<file path="src/rtl/pipelined_csel_addsub.sv">
// Pipelined carry-select adder/subtractor with a valid/ready stream interface.
// Optional saturation on signed overflow when CSEL_SATURATE_EN is defined (adds the sat port).
module pipelined_csel_addsub #(
  parameter int WIDTH  = 32,
  parameter int BLK    = 4,
  parameter int STAGES = 2
) (
  input  logic             clk,
  input  logic             rst,
  input  logic             in_valid,
  output logic             in_ready,
  input  logic [WIDTH-1:0] a,
  input  logic [WIDTH-1:0] b,
  input  logic             cin,
  input  logic             sub,
`ifdef CSEL_SATURATE_EN
  input  logic             sat,
`endif
  output logic             out_valid,
  input  logic             out_ready,
  output logic [WIDTH-1:0] sum,
  output logic             cout,
  output logic             overflow
);

  localparam int NBLK = WIDTH / BLK;
  localparam int BPS  = NBLK / STAGES;
  localparam int SEGW = BPS * BLK;

  if ((BLK < 1) || (WIDTH % BLK != 0)) begin : g_chk_blk
    $error("WIDTH must be a positive multiple of BLK");
  end
  if ((STAGES < 1) || (STAGES > NBLK) || (NBLK % STAGES != 0)) begin : g_chk_stages
    $error("STAGES must divide WIDTH/BLK and lie in 1..WIDTH/BLK");
  end

  // One segment of carry-select blocks: both carry hypotheses per block, then select.
  function automatic logic [SEGW:0] csel_seg(input logic [SEGW-1:0] x,
                                             input logic [SEGW-1:0] y,
                                             input logic            c);
    logic [SEGW-1:0] s;
    logic            carry;
    logic [BLK:0]    r0;
    logic [BLK:0]    r1;
    s     = '0;
    carry = c;
    for (int i = 0; i < BPS; i++) begin
      r0 = {1'b0, x[i*BLK +: BLK]} + {1'b0, y[i*BLK +: BLK]};
      r1 = {1'b0, x[i*BLK +: BLK]} + {1'b0, y[i*BLK +: BLK]} + {{BLK{1'b0}}, 1'b1};
      {carry, s[i*BLK +: BLK]} = carry ? r1 : r0;
    end
    return {carry, s};
  endfunction

  logic             advance;
  logic             out_valid_q;
  logic [WIDTH-1:0] sum_q;
  logic             cout_q;
  logic             ovf_q;
  logic [WIDTH-1:0] b_eff;
  logic             c0;

  // All stages move together; a stalled output freezes the whole pipe.
  assign advance   = !out_valid_q || out_ready;
  assign in_ready  = advance;
  assign out_valid = out_valid_q;
  assign sum       = sum_q;
  assign cout      = cout_q;
  assign overflow  = ovf_q;

  assign b_eff = b ^ {WIDTH{sub}};
  assign c0    = cin ^ sub;

  genvar gi;
  for (gi = 0; gi < STAGES; gi++) begin : g_stg
    localparam int LO = gi * SEGW;
    localparam int HI = LO + SEGW;

    logic [WIDTH-LO-1:0] op_a;
    logic [WIDTH-LO-1:0] op_b;
    logic                c_in;
    logic                v_in;
    logic [SEGW:0]       seg_r;
    logic [HI-1:0]       acc_sum;
`ifdef CSEL_SATURATE_EN
    logic                s_in;
`endif

    assign seg_r = csel_seg(op_a[SEGW-1:0], op_b[SEGW-1:0], c_in);

    if (gi == 0) begin : g_src
      assign op_a    = a;
      assign op_b    = b_eff;
      assign c_in    = c0;
      assign v_in    = in_valid;
      assign acc_sum = seg_r[SEGW-1:0];
`ifdef CSEL_SATURATE_EN
      assign s_in    = sat;
`endif
    end else begin : g_src
      assign op_a    = g_stg[gi-1].g_reg.a_q;
      assign op_b    = g_stg[gi-1].g_reg.b_q;
      assign c_in    = g_stg[gi-1].g_reg.c_q;
      assign v_in    = g_stg[gi-1].g_reg.v_q;
      assign acc_sum = {seg_r[SEGW-1:0], g_stg[gi-1].g_reg.s_q};
`ifdef CSEL_SATURATE_EN
      assign s_in    = g_stg[gi-1].g_reg.sat_q;
`endif
    end

    if (gi < STAGES - 1) begin : g_reg
      // Resolved low sum bits plus the still-unresolved upper operand bits.
      logic                v_q;
      logic                c_q;
      logic [HI-1:0]       s_q;
      logic [WIDTH-HI-1:0] a_q;
      logic [WIDTH-HI-1:0] b_q;
`ifdef CSEL_SATURATE_EN
      logic                sat_q;
`endif
      always_ff @(posedge clk) begin
        if (rst) begin
          v_q <= 1'b0;
        end else if (advance) begin
          v_q <= v_in;
          if (v_in) begin
            c_q <= seg_r[SEGW];
            s_q <= acc_sum;
            a_q <= op_a[WIDTH-LO-1:SEGW];
            b_q <= op_b[WIDTH-LO-1:SEGW];
`ifdef CSEL_SATURATE_EN
            sat_q <= s_in;
`endif
          end
        end
      end
    end else begin : g_out
      logic             ovf;
      logic [WIDTH-1:0] res;

      // The last segment holds the operand MSBs, so overflow is decided here.
      assign ovf = (op_a[SEGW-1] == op_b[SEGW-1]) && (acc_sum[WIDTH-1] != op_a[SEGW-1]);
`ifdef CSEL_SATURATE_EN
      assign res = (s_in && ovf) ? (op_a[SEGW-1] ? {1'b1, {(WIDTH-1){1'b0}}}
                                                 : {1'b0, {(WIDTH-1){1'b1}}})
                                 : acc_sum;
`else
      assign res = acc_sum;
`endif

      always_ff @(posedge clk) begin
        if (rst) begin
          out_valid_q <= 1'b0;
          sum_q       <= '0;
          cout_q      <= 1'b0;
          ovf_q       <= 1'b0;
        end else if (advance) begin
          out_valid_q <= v_in;
          if (v_in) begin
            sum_q  <= res;
            cout_q <= seg_r[SEGW];
            ovf_q  <= ovf;
          end
        end
      end
    end
  end

endmodule

</file>
<file path="config.mk">
export PLATFORM = sky130hd
export DESIGN_NAME = pipelined_csel_addsub
export DESIGN_NICKNAME = d
export VERILOG_FILES = /design/src/rtl/pipelined_csel_addsub.sv
export SDC_FILE = /design/constraint.sdc
export NUM_CORES = 1
export LEC_CHECK = 0
export CORE_MARGIN = 5
export CORE_UTILIZATION = 55
export CTS_CLUSTER_DIAMETER = 60
export DETAILED_ROUTE_END_ITERATION = 7
export PLACE_DENSITY = 0.9
export SLEW_MARGIN = 30
export SYNTH_ARGS = -nofsm -noshare
export SYNTH_HDL_FRONTEND = slang
export SYNTH_SLANG_ARGS = --single-unit
</file>
<file path="constraint.sdc">
create_clock -name clk -period 7.5 [get_ports clk]
set_input_delay 1.5 -clock clk [delete_from_list [all_inputs] [get_ports clk]]
set_output_delay 1.5 -clock clk [all_outputs]
set_load 0.01 [all_outputs]
</file>
==> results.md, run 1 <==
- Status: finished, final reports clean
- Clock-pin slew on the worst setup and hold paths: 0.08 ns
- Avg Inst Size Synth: 10.62 sq um
- CP Cell Sequence: buf_2 -> xor2_1 -> ha_1 -> inv_1 -> fa_1 -> xor2_1 -> nor2b_1 -> and4_1 -> nor3_1 -> mux2i_1 -> xnor2_1 -> mux2_2
- Sequential area share after synthesis: 44.88%
- Layout Nets: 680
- Drt wl/cell: 14.60 microns
- Crit path max-delay family: multiplexers
- Total die area: 10,870 sq um
- Site Rows: 34
- Final Wtd Congestion: 0.8420
- Place WS: 2.058 ns
- CP Max Fanout: 33
- CTS Sinks: 85
- Hold Crit Class: flop to flop
- WL final: 9.855 mm
- CP max-delay cell: buf_2
- CTS max path bufs: 2
- Final Util: 71.37%
- Part of the power in combinational logic: 28.1%
- Power Density: 188.3 nW/um^2
- RSZ-0062 raised after global routing: no
- Post-CTS setup buffers: 0
- Relative slew slack: 36.75%
- CTS Root Cell: clkbuf_8
- Ys flop type: edfxtp_1
- Most used cell, CP: xor2_1
- Setup violations, final: 0
- # DRC: 0
- Max stage delay on crit path: 0.70 ns
- I/O Buffers: 105
- YS warnings: 0
- Die Y: 104.2 microns
- P_sw: 0.3341 mW
- Fraction of registers with async set/reset: 0%
- Placed cells: 659
- Yosys reg bits: 85
- DRT iter0 DRCs: 121
- CP arrival: 5.18 ns
- Hold buffer count at cts: 0
- Layout area overhead: 26.79%
- Pint: 0.8322 mW
- PostCTS Resize Cnt: 0
- Worst VDD drop: 103.1 uV
- Detailed Routing Iterations Pass 1: 4
- Required @ worst endpoint: 7.59 ns
- Reg power frac: 47.6%
- Final worst setup slack: 2.415 ns
- Number of flops mapped to enable cells by yosys: 49
- Syn nets: 578
- I/O pin cnt: 106
- Static leakage: 2.401 nW
- Number of global-route vias before repair: 3,679
- Non-Filler Instances: 675
- Detailed Place HPWL: 7.678 mm
- GRT Overall Usage: 18.34%
- Startpoint types: input pin
- Via density: 5.412
- Antenna Nets Post-Route: 0
- Fill count: 643
- Congestion Overflow GR: 0
- Max_cap viols: 0
- Syn Inst Count: 460
- H-tree depth: 3
- Sequential cell area: 2192 sq um
- Final min period: 5.085 ns
- Clk_lat worst skew: 0.34 ns
- Buf/Inv on CP: 2
- FMAX: 196.6 MHz
- Clock Skews: 0.01290 ns
- Worst slew pin tran: 0.9464 ns
- Layout cells sized above 1: 5.291%
- Initial Util: 56.29%
- Largest net degree at the start of global routing: 50
- Die Wd: 104.2 microns
- Total power: 1.166 mW
- Period utilisation layout: 67.80%
- Core Footprint: 8678 sq um
- R2R setup slack: 3.91 ns
- Max-slew violation count: 0
- Kind of critical path: input pin to flop
- Distinct cell type count of the synthesized netlist: 51
- Critical path capture point type: flop
- Routed vias: 3,653
- Diode count: 0
- Initial antenna violation count: 0
- Post-Syn Area: 4885 sq um
- Multi-input gate area: 2534 sq um
- CTS tree: built
- First-pass GRT wire length: 16.44 mm
- Fin. Hold Viols: 0
- Sw Share: 28.64%
- Part of the power in the clock network: 24.4%
- Cts bufs inserted: 9
- Total negative setup slack: 0 ns
-- state kept, by name (all words and copies together) (netlist names) --
name	flops
cout	1
g_stg.g_reg.a_q	16
g_stg.g_reg.b_q	16
g_stg.g_reg.c_q	1
g_stg.g_reg.s_q	16
g_stg.g_reg.v_q	1
out_valid	1
overflow	1
sum	32
-- cell type report --
type / instances / area share, %
multi-input cells: 332 / 40.91
well taps: 108 / 2.182
clock buffers: 12 / 2.343
flip-flops and latches: 85 / 35.39
clock inverters: 4 / 0.4040
repair buffers: 107 / 17.13
inverters: 27 / 1.636
-- synthesized netlist by cell type, types with 8 or more instances --
cell type / n / area (sq um)
a211oi_1: 11 / 82.58
a21o_1: 11 / 82.58
a21oi_1: 37 / 185.2
clkbuf_1: 12 / 45.04
dfxtp_1: 36 / 720.7
edfxtp_1: 49 / 1471
fa_1: 8 / 160.2
ha_1: 40 / 500.5
inv_1: 27 / 101.4
mux2i_1: 8 / 80.08
nand2_1: 47 / 176.4
nand3_1: 8 / 40.04
nor2_1: 25 / 93.84
o21ai_0: 8 / 40.04
xnor2_1: 25 / 219.0
xor2_1: 47 / 411.6
-- logic make-up (layout without fill, tap and decap cells) --
logic type      count (synthesis)  in the layout  synth area share, %
buf+inv                        43            150                3.330
mux                             9              9                1.870
compound gates                 80             80                10.40
flops                          85             85                44.88
simple gates                  122            122                12.76
xor+xnor                       73             73                13.24
fa+ha+maj                      48             48                13.52
-- placed cells by master, fill, tap and decap left out, drive strengths merged, types with 4 or more instances in the layout --
cell and n:
nor3 5, a21o 12, edfxtp 49, nand2 47, dfxtp 36, nand3 9
a211oi 12, inv 27, xor2 48, ha 40, nor3b 4, clkbuf 12
nand4 5, mux2i 8, a21oi 37, nor2b 5, nand2b 4, xnor2 25
fa 8, nor2 25, o21ai 8, clkdlybuf4s50 104
-- power by group through the flow --
stage / sequential, mW / combinational [mW] / clock (mW)
after global placement: 0.564 / 0.310 / 0
after floorplan: 0.569 / 0.212 / 0
final: 0.555 / 0.327 / 0.284
after global routing: 0.558 / 0.366 / 0.314
after CTS: 0.555 / 0.330 / 0.290
after detailed placement: 0.565 / 0.328 / 0
-- metal layers --
metal  vias up  routed length [microns]  track usage, %
met3        27                      495           4.097
met2       103                     5106           32.01
li1       1812                        -               -
met4         0                      380           10.55
met5         -                        0               0
met1      1711                     3872           20.41
-- through the flow --
step | hold WS, ns | area (sq um)
6_report | 0.4557 | 6193
4_1_cts | 0.4614 | 6193
5_1_grt | 0.4859 | 6193
3_3_place_gp | 0.4399 | 6021
3_5_place_dp | 0.4513 | 6023
2_1_floorplan | 0.4468 | 4885
-- worst paths after layout --
check	cells past startpoint	start	to
setup / recovery	12	sub	g_stg[0].g_reg.s_q[13]
hold reg to reg	2	sum[22]	sum[22]
setup reg to reg	10	g_stg[0].g_reg.a_q[0]	sum[31]
hold / removal	2	sum[22]	sum[22]
-- worst reg2reg max path, stage by stage, from the launching register on --
cell	delay, ns
edfxtp_1	0.40
ha_1	0.24
fa_1	0.54
ha_1	0.20
nand3_2	0.10
nor4_1	0.52
nor4b_2	0.19
o31a_4	0.40
or4_4	0.54
and2_4	0.18
a211oi_2	0.20
No activity file was read; power rests on OpenSTA's default activity.
==> run 2, diff against run 1 <==
--- a/config.mk
+++ b/config.mk
@@ -6,10 +6,10 @@
 export NUM_CORES = 1
 export LEC_CHECK = 0
 export CORE_MARGIN = 5
-export CORE_UTILIZATION = 55
+export CORE_UTILIZATION = 51
 export CTS_CLUSTER_DIAMETER = 60
 export DETAILED_ROUTE_END_ITERATION = 7
-export PLACE_DENSITY = 0.9
+export PLACE_DENSITY = 0.84
 export SLEW_MARGIN = 30
 export SYNTH_ARGS = -nofsm -noshare
 export SYNTH_HDL_FRONTEND = slang
==> constraint.sdc (replaced) <==
create_clock -name clk -period 4.7 [get_ports clk]
set_input_delay 0.94 -clock clk [delete_from_list [all_inputs] [get_ports clk]]
set_output_delay 0.94 -clock clk [all_outputs]
set_load 0.01 [all_outputs]
==> run 2 against run 1 <==
Effect of this change: setup slack got worse by 1.8 ns; critical path type unchanged; via count decreased by 2.4%; total power increased by 59%; routed wire length decreased by 0.80%; cell count increased by 3.6%.
==> results.md, run 2 (synthesis results as in run 1) <==
- Status: finished, final reports clean
- Via density: 5.103 (-5.7%)
- Clk_lat worst skew: 0.35 ns (about the same)
- Die Y: 107.9 microns (+3.5%)
- H-tree depth: 3 (unchanged)
- Worst slew pin tran: 0.7462 ns (-0.2002 ns)
- Max reg flops: 32 (unchanged)
- CTS Sinks: 85 (unchanged)
- Cts bufs inserted: 9 (unchanged)
- R2R setup slack: 1.20 ns (-2.71 ns)
- Setup violations, final: 0 (unchanged)
- Place WS: 0.2509 ns (-1.807 ns)
- Hold path cells: 2 (unchanged)
- DRT iter0 DRCs: 70 (-42%)
- Site Rows: 35 (+2.9%)
- CTS tree: built
- CP Max Fanout: 3 (-91%)
- Number of global-route vias before repair: 3,609 (-1.9%)
- Clock-pin slew on the worst setup and hold paths: 0.08 ns (about the same)
- RSZ-0062 raised after global routing: no
- Final min period: 4.095 ns
- Total die area: 11,630 sq um (+7.1%)
- Initial antenna violation count: 0 (unchanged)
- Max_cap viols: 0 (unchanged)
- Worst path depth: 12 (unchanged)
- Power Density: 297.6 nW/um^2 (+58%)
- Fin. Hold Viols: 0 (unchanged)
- First-pass GRT wire length: 16.22 mm (-1.4%)
- Required @ worst endpoint: 4.80 ns (-2.79 ns)
- Commonest non-fill, non-tap cell in the layout: clkdlybuf4s50_1
- FMAX: 244.2 MHz
- P_sw: 0.5310 mW (+59%)
- Sw Share: 28.58% (-0.059 points)
- CTS Root Cell: clkbuf_8
- Congestion Overflow GR: 0 (unchanged)
- Largest net degree at the start of global routing: 50 (unchanged)
- Layout Nets: 683 (+0.44%)
- Critical path capture point type: flop
- Kind of critical path: input pin to flop
- CP Cell Sequence: clkdlybuf4s50_1 -> xor2_1 -> ha_1 -> inv_1 -> fa_1 -> xor2_1 -> nor2b_1 -> and4_1 -> nor3_1 -> mux2i_1 -> xnor2_1 -> mux2_2
- Clock Skews: 0.01313 ns (+0.0002301 ns)
- Most used cell, CP: xor2_1
- Crit path max-delay family: simple AND/OR/NAND/NOR gates
- Initial Util: 52.61% (-3.7 points)
- Max-slew violation count: 0 (unchanged)
- Total power: 1.858 mW (+59%)
- CTS max path bufs: 2 (unchanged)
- Final Util: 67.24% (-4.1 points)
- Part of the power in the clock network: 24.2% (-0.2 points)
- I/O pin cnt: 106 (unchanged)
- CP arrival: 4.19 ns (-0.99 ns)
- Period utilisation layout: 87.13%
- Diode count: 0 (unchanged)
- Pint: 1.327 mW (+59%)
- # DRC: 0 (unchanged)
- Placed cells: 683 (+3.6%)
- Reg power frac: 47.6% (about the same)
- Part of the power in combinational logic: 28.1% (about the same)
- Total negative setup slack: 0 ns (unchanged)
- Startpoint types: input pin
- Non-Filler Instances: 699 (+3.6%)
- Static leakage: 2.423 nW (+0.91%)
- Antenna Nets Post-Route: 0 (unchanged)
- Detailed Routing Iterations Pass 1: 4 (unchanged)
- Max stage delay on crit path: 0.47 ns (-0.23 ns)
- Die Wd: 107.9 microns (+3.5%)
- Detailed Place HPWL: 7.649 mm (-0.37%)
- Core Footprint: 9284 sq um (+7.0%)
- Fill count: 735 (+14%)
- Post-CTS setup buffers: 0 (unchanged)
- Buf/Inv on CP: 2 (unchanged)
- Layout cells sized above 1: 6.140% (+0.85 points)
- Drt wl/cell: 13.99 microns (-4.2%)
- Final worst setup slack: 0.6051 ns (-1.810 ns)
- Hold buffer count at cts: 0 (unchanged)
- Layout area overhead: 27.79%
- Hold Crit Class: flop to flop
- Worst VDD drop: 133.5 uV (+30%)
- Commonest non-fill, non-tap cells in the layout: clkdlybuf4s50_1 (104), edfxtp_1 (49), xor2_1 (47), nand2_1 (47), ha_1 (40)
- Final Instance Area: 6242 sq um (+0.79%)
- GRT Overall Usage: 17.61% (-0.73 points)
- CP max-delay cell: clkdlybuf4s50_1
- Placed cell area: 6073 sq um (+0.83%)
- WL final: 9.776 mm (-0.80%)
- I/O Buffers: 105 (unchanged)
- Routed vias: 3,567 (-2.4%)
- PostCTS Resize Cnt: 0 (unchanged)
- Final Wtd Congestion: 0.7988 (-5.1%)
- Hold WS: 0.4584 ns (+0.002686 ns)
- Relative slew slack: 50.25% (+13 points)
- R2r worst-path depth: 10 (unchanged)
## run 2: cell types whose count changed in the layout (fill, tap and decap cells not counted)
cell / change
and2_1: -1
buf_4: +3
clkbuf_1: -1
and2_2: +1
clkinv_2: +2
clkinvlp_4: -1
## run 2: power groups by stage
stage,clock network (mW),registers (mW),logic (mW)
global placement,0,0.900,0.501
CTS,0.462,0.886,0.528
global route,0.497,0.891,0.586
floorplan,0,0.907,0.339
detailed placement,0,0.903,0.525
finish,0.450,0.885,0.523
## run 2: final timing paths
kind,start,endpoint
max,b[0],g_stg[0].g_reg.s_q[13]
min,sum[22],sum[22]
max reg2reg,g_stg[0].g_reg.b_q[0],sum[31]
min reg2reg,sum[22],sum[22]
## run 2: routing by layer
| layer | global-route usage, % | share of wire (%) | up-vias |
|---|---|---|---|
| met4 | 5.320 | 1.4 | 0 |
| met2 | 32.37 | 53 | 87 |
| met1 | 19.31 | 40 | 1650 |
| met3 | 5.399 | 6.2 | 11 |
| li1 | - | - | 1819 |
| met5 | 0 | 0 | - |
## run 2: cell type report
cell class | count | area [sq um] | area share, %
well taps | 129 | 161.4 | 2.586
clock buffers | 11 | 141.4 | 2.265
repair buffers | 110 | 1084 | 17.36
flip-flops and latches | 85 | 2192 | 35.12
inverters | 27 | 101.3 | 1.624
clock inverters | 5 | 27.53 | 0.4410
multi-input cells | 332 | 2535 | 40.61
## run 2: worst min-delay path: cells and delay by family (launching register included)
kind / cells / cell delay, ns
flops: 1 / 0.32
compound gates: 1 / 0.05
simple gates: 1 / 0.05
